$ cat src/rtl/iter_divider_if.sv
// iter_divider_if: operand/result bundle for the iterative divider.
//   start      request a new division (master -> slave)
//   is_signed  1 = DIV (two's complement), 0 = DIVU
//   dividend   numerator
//   divisor    denominator
//   quotient   registered quotient (slave -> master), feeds LO
//   remainder  registered remainder (slave -> master), feeds HI
//   busy       operation in progress
//   done       one-cycle completion pulse
//   div_zero   last completed operation had divisor == 0
interface iter_divider_if #(
    parameter int WIDTH = 32
);
    logic             start;
    logic             is_signed;
    logic [WIDTH-1:0] dividend;
    logic [WIDTH-1:0] divisor;
    logic [WIDTH-1:0] quotient;
    logic [WIDTH-1:0] remainder;
    logic             busy;
    logic             done;
    logic             div_zero;

    modport master (
        output start, is_signed, dividend, divisor,
        input  quotient, remainder, busy, done, div_zero
    );

    modport slave (
        input  start, is_signed, dividend, divisor,
        output quotient, remainder, busy, done, div_zero
    );
endinterface

$ cat src/rtl/iter_divider.sv
// iter_divider: multi-cycle non-restoring integer divider (DIV/DIVU).
// One quotient bit per clock; all state changes on the falling edge of clk.
// Ports:
//   clk    clock (falling-edge active)
//   reset  asynchronous, active-high
//   bus    iter_divider_if slave: start/is_signed/dividend/divisor in,
//          quotient/remainder/busy/done/div_zero out
//
// state | meaning
// IDLE  | waiting for start; results held
// RUN   | one non-restoring step per edge, WIDTH edges
// FIX   | remainder restore, sign correction, results registered, done
module iter_divider #(
    parameter  int WIDTH = 32,
    localparam int CNT_W = $clog2(WIDTH)
) (
    input  logic          clk,
    input  logic          reset,
    iter_divider_if.slave bus
);

    typedef enum logic [1:0] {
        IDLE = 2'd0,
        RUN  = 2'd1,
        FIX  = 2'd2
    } state_t;

    state_t             state_q,     state_d;
    logic [WIDTH:0]     rem_q,       rem_d;       // signed partial remainder
    logic [WIDTH-1:0]   work_q,      work_d;      // dividend shifting out, quotient shifting in
    logic [WIDTH-1:0]   dvs_q,       dvs_d;       // divisor magnitude
    logic [CNT_W-1:0]   cnt_q,       cnt_d;
    logic               q_neg_q,     q_neg_d;
    logic               r_neg_q,     r_neg_d;
    logic               zero_q,      zero_d;
    logic [WIDTH-1:0]   quotient_q,  quotient_d;
    logic [WIDTH-1:0]   remainder_q, remainder_d;
    logic               done_q,      done_d;
    logic               div_zero_q,  div_zero_d;

    logic [WIDTH:0]     shifted;
    logic [WIDTH:0]     step;
    logic [WIDTH-1:0]   rem_mag;

    // The shifted value can exceed the WIDTH+1-bit signed range, but the
    // result after add/subtract always lies in (-divisor, divisor), so the
    // modular WIDTH+1-bit arithmetic still lands on the right value.
    assign shifted = {rem_q[WIDTH-1:0], work_q[WIDTH-1]};
    assign step    = rem_q[WIDTH] ? (shifted + {1'b0, dvs_q})
                                  : (shifted - {1'b0, dvs_q});

    // The true remainder lies in [0, divisor), so WIDTH bits suffice for the restore.
    assign rem_mag = rem_q[WIDTH-1:0] + (rem_q[WIDTH] ? dvs_q : '0);

    always_comb begin
        state_d     = state_q;
        rem_d       = rem_q;
        work_d      = work_q;
        dvs_d       = dvs_q;
        cnt_d       = cnt_q;
        q_neg_d     = q_neg_q;
        r_neg_d     = r_neg_q;
        zero_d      = zero_q;
        quotient_d  = quotient_q;
        remainder_d = remainder_q;
        done_d      = 1'b0;
        div_zero_d  = div_zero_q;

        case (state_q)
            IDLE: begin
                if (bus.start) begin
                    q_neg_d = bus.is_signed & (bus.dividend[WIDTH-1] ^ bus.divisor[WIDTH-1]);
                    r_neg_d = bus.is_signed & bus.dividend[WIDTH-1];
                    if (bus.divisor == '0) begin
                        // keep the raw dividend: it is returned untouched as the remainder
                        zero_d  = 1'b1;
                        work_d  = bus.dividend;
                        state_d = FIX;
                    end else begin
                        zero_d  = 1'b0;
                        work_d  = (bus.is_signed && bus.dividend[WIDTH-1]) ? -bus.dividend
                                                                           : bus.dividend;
                        dvs_d   = (bus.is_signed && bus.divisor[WIDTH-1]) ? -bus.divisor
                                                                          : bus.divisor;
                        rem_d   = '0;
                        cnt_d   = '0;
                        state_d = RUN;
                    end
                end
            end

            RUN: begin
                rem_d  = step;
                work_d = {work_q[WIDTH-2:0], ~step[WIDTH]};
                cnt_d  = cnt_q + CNT_W'(1);
                if (cnt_q == CNT_W'(WIDTH - 1)) begin
                    state_d = FIX;
                end
            end

            FIX: begin
                if (zero_q) begin
                    quotient_d  = '1;
                    remainder_d = work_q;
                    div_zero_d  = 1'b1;
                end else begin
                    quotient_d  = q_neg_q ? -work_q  : work_q;
                    remainder_d = r_neg_q ? -rem_mag : rem_mag;
                    div_zero_d  = 1'b0;
                end
                done_d  = 1'b1;
                state_d = IDLE;
            end

            default: begin
                state_d = IDLE;
            end
        endcase
    end

    always_ff @(negedge clk or posedge reset) begin
        if (reset) begin
            state_q     <= IDLE;
            rem_q       <= '0;
            work_q      <= '0;
            dvs_q       <= '0;
            cnt_q       <= '0;
            q_neg_q     <= 1'b0;
            r_neg_q     <= 1'b0;
            zero_q      <= 1'b0;
            quotient_q  <= '0;
            remainder_q <= '0;
            done_q      <= 1'b0;
            div_zero_q  <= 1'b0;
        end else begin
            state_q     <= state_d;
            rem_q       <= rem_d;
            work_q      <= work_d;
            dvs_q       <= dvs_d;
            cnt_q       <= cnt_d;
            q_neg_q     <= q_neg_d;
            r_neg_q     <= r_neg_d;
            zero_q      <= zero_d;
            quotient_q  <= quotient_d;
            remainder_q <= remainder_d;
            done_q      <= done_d;
            div_zero_q  <= div_zero_d;
        end
    end

    assign bus.busy      = (state_q != IDLE);
    assign bus.done      = done_q;
    assign bus.div_zero  = div_zero_q;
    assign bus.quotient  = quotient_q;
    assign bus.remainder = remainder_q;

endmodule
$ cat src/flat_wrapper.sv
// flat-port wrapper written by rule: the top's interface ports become plain ports
module iter_divider_flat 
#(
    parameter  int WIDTH = 32,
    localparam int CNT_W = $clog2(WIDTH)
)
  (clk, reset, bus_start, bus_is_signed, bus_dividend, bus_divisor, bus_quotient, bus_remainder, bus_busy, bus_done, bus_div_zero);
  iter_divider_if #(.WIDTH(WIDTH)) bus_i ();
  input  logic clk;
  input  logic reset;
  input wire logic [$bits(bus_i.start)-1:0] bus_start;
  input wire logic [$bits(bus_i.is_signed)-1:0] bus_is_signed;
  input wire logic [$bits(bus_i.dividend)-1:0] bus_dividend;
  input wire logic [$bits(bus_i.divisor)-1:0] bus_divisor;
  output wire logic [$bits(bus_i.quotient)-1:0] bus_quotient;
  output wire logic [$bits(bus_i.remainder)-1:0] bus_remainder;
  output wire logic [$bits(bus_i.busy)-1:0] bus_busy;
  output wire logic [$bits(bus_i.done)-1:0] bus_done;
  output wire logic [$bits(bus_i.div_zero)-1:0] bus_div_zero;
  assign bus_i.start = bus_start;
  assign bus_i.is_signed = bus_is_signed;
  assign bus_i.dividend = bus_dividend;
  assign bus_i.divisor = bus_divisor;
  assign bus_quotient = bus_i.quotient;
  assign bus_remainder = bus_i.remainder;
  assign bus_busy = bus_i.busy;
  assign bus_done = bus_i.done;
  assign bus_div_zero = bus_i.div_zero;
  iter_divider #(.WIDTH(WIDTH)) u_core (.clk(clk), .reset(reset), .bus(bus_i));
endmodule
$ cat config.mk
export PLATFORM = sky130hd
export DESIGN_NAME = iter_divider_flat
export DESIGN_NICKNAME = d
export VERILOG_FILES = /design/src/rtl/iter_divider_if.sv /design/src/rtl/iter_divider.sv /design/src/flat_wrapper.sv
export SDC_FILE = /design/constraint.sdc
export NUM_CORES = 1
export LEC_CHECK = 0
export CORE_MARGIN = 2
export CORE_UTILIZATION = 50
export DETAILED_ROUTE_END_ITERATION = 10
export PLACE_DENSITY = 0.73
export SLEW_MARGIN = 20
export SYNTH_ARGS = -nofsm -noshare
export SYNTH_HDL_FRONTEND = slang
export SYNTH_SLANG_ARGS = --single-unit
$ cat constraint.sdc
create_clock -name clk -period 6.95 [get_ports clk]
set_input_delay 1.39 -clock clk [delete_from_list [all_inputs] [get_ports clk]]
set_output_delay 1.39 -clock clk [all_outputs]
set_load 0.1 [all_outputs]
### Word-level counts from Yosys, hierarchy flattened

Cells that the tools add are included.
W data, S select, Z words.

* $add $sub $neg: 8
* reduce and logical (&&, ||, !) cells: 11
* bitwise logic cells: 5
* multiplexer cells: 24
* eq/ne operators: 6

Operators by type and width (count)
* $mux W32: 9
* $neg A32 Y32: 4
* $mux W33: 3
* $pmux W33 S2: 1
* $pmux W32 S2: 1
* $add A33 B32 Y33: 1
* $sub A33 B32 Y33: 1
* $add A32 B32 Y32: 1
* $logic_not A32 Y1: 1
* $mux W5: 2
* $pmux W5 S2: 1
* $mux W2: 3
* $reduce_and A2 Y1: 3
* $reduce_and A3 Y1: 2
* $add A5 B1 Y5 const B: 1
* $eq A5 B5 Y1 const B: 1
* $ne A2 B2 Y1 const B: 2
* $pmux W2 S2: 1
* $reduce_bool A2 Y1: 2
* $mux W1: 3
* $and A1 B1 Y1: 2
* $eq A2 B1 Y1 const B: 1
* $eq A2 B2 Y1 const B: 1
* $logic_and A1 B1 Y1: 2
* other kinds (4): 5

* bits in registers: 173
* output and inout bits: 67
* word-level logic and storage cells: 66

### Longest topological paths before layout

* depth after elaboration: 5
* depth in mapped cells: 20

==> impl_metrics.py <==
metrics = {
    "die": {
        "floorplan.initialDensity": 0.508,
        "dieHeight_um": 169,
        "die_w_um": 169,
        "top_level_ports": 135,
        "row_count": 60,
        "dieArea_sq_mm": 0.0287,
        "core_sq_mm": 0.0270,
    },
    "timing": {
        "skew_ns": 0.0147,
        "layout_setup_ws_ns": -0.0550,
        "setup_viol": 11,
        "final_max_slew_viol_count": 0,
        "slew_headroom": 0.418,
        "tightest_slew_ns": 0.873,
        "rsz0062_at_grt": "true",
        "whs_ns": 0.429,
        "final-hold-violation-count": 0,
    },
    "synth": {
        "synth_cells": 1695,
        "synth_edf_count": 0,
        "synth_warnings": 0,
        "syn_nets": 1835,
        "async_reset_ff_frac": 1.00,
        "yosysUniqueCellTypes": 78,
        "seq_area_frac_synth": 0.316,
        "synth_area_leader_cell": "dfrtn_1",
        "synth_top_flop_cell": "dfrtn_1",
        "synth_area_sq_mm": 0.0137,
        "synth_area_per_cell_sq_um": 8.08,
        "synth_area_leaders": "dfrtn_1, xor2_1, o21ai_0",
        "yosysTopAreaCellShare": 0.316,
        "synth-seq-cells": 173,
    },
    "layout": {
        "multi_input_area_sq_mm": 0.00929,
        "nets": 2040,
        "layout-drive-gt1-share": 0.169,
        "area_growth_pct": 25.4,
        "seqCellArea_sq_mm": 0.00433,
        "final_common_cell": "nand2_1",
        "antenna_cells": 0,
        "nFillCells": 2305,
        "final_cell_mix": "nand2_1, buf_4, dfrtn_1",
    },
    "worst_setup_path": {
        "worstPathArrival_ns": 3.78,
        "crit_start": "bus_divisor[7]",
        "rr_worst_depth": 14,
        "r2r_end": "u_core.bus.remainder[30]",
        "required_ns": 3.73,
        "cp_cell_sequence": "dlygate4sd2_1 > nor4_2 > buf_4 > and4b_1 > nor2b_4 > nand4_1 > nor3_4 > nor2_4 > buf_12 > buf_6 > o21ai_2 > xnor2_1 > a22oi_1 > o21ai_1",
        "crit_slowest_cell": "nor3_4",
        "r2r_start": "u_core.rem_q[32]",
        "crit_fanout": 6,
        "cp-endpoint": "u_core.work_q[11]",
        "worst_setup_path_start_kind": "input pin",
        "rrSetupSlack_ns": 1.71,
        "crit_path_end_kind": "register",
        "criticalPathCategory": "input pin to register",
        "cpPeakStageDelay_ns": 0.35,
    },
    "cts": {
        "holdBufCountCts": 0,
        "ctsRootBufferMaster": "clkbuf_16",
        "cts_buffers": 17,
        "cts.reportedPaths.clkPinSlew_ns": 0.06,
        "clock-sinks": 173,
        "clock_latency_ns": 0.42,
        "htreeDepth": 4,
        "ctsLongestPathBuffers": 2,
        "cts_tree": "built",
    },
    "drt": {
        "drtAntennaViolNets": 0,
        "drc": 0,
        "viasPerCell": 5.97,
        "dr.pass1.iters": 6,
        "drt_iter0_drc": 1288,
        "vias": 13500,
        "drt-wirelength-per-cell_um": 17.6,
        "wirelength_um": 39700,
    },
    "global_routing": {
        "grt_pass1_vias": 12600,
        "antenna_found_initial": 0,
        "grt_pass1_wl_um": 63900,
        "track_usage": 0.274,
        "overflow": 0,
        "grt_max_degree": 64,
    },
    "placed_design": {
        "numPortBuffers": 134,
        "post-place-ws_ns": -0.931,
        "dp_hpwl_um": 29500,
        "gp_congestion": 0.981,
    },
    "power": {
        "power_w": 0.00965,
        "power.leakage_nw": 7.68,
        "powerDensity_mw_per_mm2": 562,
        "peakVddDrop_mv": 0.251,
    },
    "worst_hold_path": {
        "min_path_type": "register to register",
    },
    "outcome": {
        "status": "finished, violations left",
        "violations": "setup timing",
    },
    "job": {
        "max_cap_violations": 0,
    },
}
-- sequential cells by signal (all words and copies together) (netlist names) --
register              flops
u_core.state_q            2
u_core.bus.done           1
u_core.bus.quotient      32
u_core.dvs_q             32
u_core.q_neg_q            1
u_core.bus.div_zero       1
u_core.cnt_q              5
u_core.rem_q             33
u_core.zero_q             1
u_core.work_q            32
u_core.r_neg_q            1
u_core.bus.remainder     32
-- worst min path at each step --
stage	start	slack, ns	end	cells past startpoint
2_1_floorplan	u_core.dvs_q[25]	0.42	u_core.dvs_q[25]	2
3_3_place_gp	u_core.bus.remainder[4]	0.43	u_core.bus.remainder[4]	2
3_5_place_dp	u_core.bus.remainder[4]	0.43	u_core.bus.remainder[4]	2
4_1_cts	u_core.bus.remainder[4]	0.43	u_core.bus.remainder[4]	2
5_1_grt	u_core.bus.remainder[22]	0.45	u_core.bus.remainder[22]	1
6_report	u_core.bus.remainder[4]	0.43	u_core.bus.remainder[4]	2
-- synthesized netlist by cell type (28+ instances only) --
master / n
ha_1: 70
clkbuf_1: 67
xor2_1: 110
dfrtn_1: 173
a21o_1: 32
nand2_1: 198
inv_1: 43
nor3_1: 35
o21ai_0: 178
and2_1: 35
xnor2_1: 75
nor2_1: 140
nand3_1: 28
a21oi_1: 145
-- report_power, final --
| part | switching [W] | total [W] | internal, W |
|---|---|---|---|
| Clock | 0.000501 | 0.000996 | 0.000495 |
| Sequential | 0.000562 | 0.00203 | 0.00146 |
| Combinational | 0.00397 | 0.00663 | 0.00265 |
| Total | 0.00504 | 0.00965 | 0.00461 |
-- per-layer routing --
metal	vias to the layer above	wire length, um	GRT usage
met4	0	970	0.0862
met1	6331	17600	0.368
met5	-	0	0
met2	541	18400	0.454
li1	6521	-	-
met3	67	2660	0.0441
-- repair_timing --
action	CTS	global route
setup endpoints to repair	100	98
gates cloned	2	0
gates resized for setup	59	47
pin swaps	39	43
setup buffers	9	6
-- stage by stage --
stage	util	cells	cell area, sq um	TNS, ns
after global routing	0.637	2254	17200	-2.25
after CTS	0.629	2247	17000	-1.63
after floorplan	-	1695	13900	-6.35
after detailed placement	0.598	2204	16100	-73.89
after global placement	0.598	2204	16100	-72.19
final	0.637	2254	17200	-0.199
-- critical path: cells and delay by family --
| kind | cells | cell delay (ns) |
|---|---|---|
| AO/OA/AOI/OAI | 3 | 0.29 |
| XOR/XNOR | 1 | 0.09 |
| AND/OR/NAND/NOR | 6 | 1.30 |
| buffers and inverters | 4 | 0.71 |
-- cell families after synthesis --
group,Yosys count,share of synthesized area
compound gates,542,0.247
buf+inv,127,0.0368
mux,14,0.0104
fa+ha+maj,72,0.0669
simple gates,582,0.205
flops,173,0.316
xor+xnor,185,0.118
-- layout make-up --
type / count / area share
Timing Repair Buffer: 267 / 0.136
Inverter: 45 / 0.0101
Multi-Input combinational cell: 1396 / 0.541
Clock inverter: 15 / 0.0109
Clock buffer: 17 / 0.0248
Tap cell: 341 / 0.0249
Sequential cell: 173 / 0.252
Note: power is estimated with default switching activity, not from simulation.
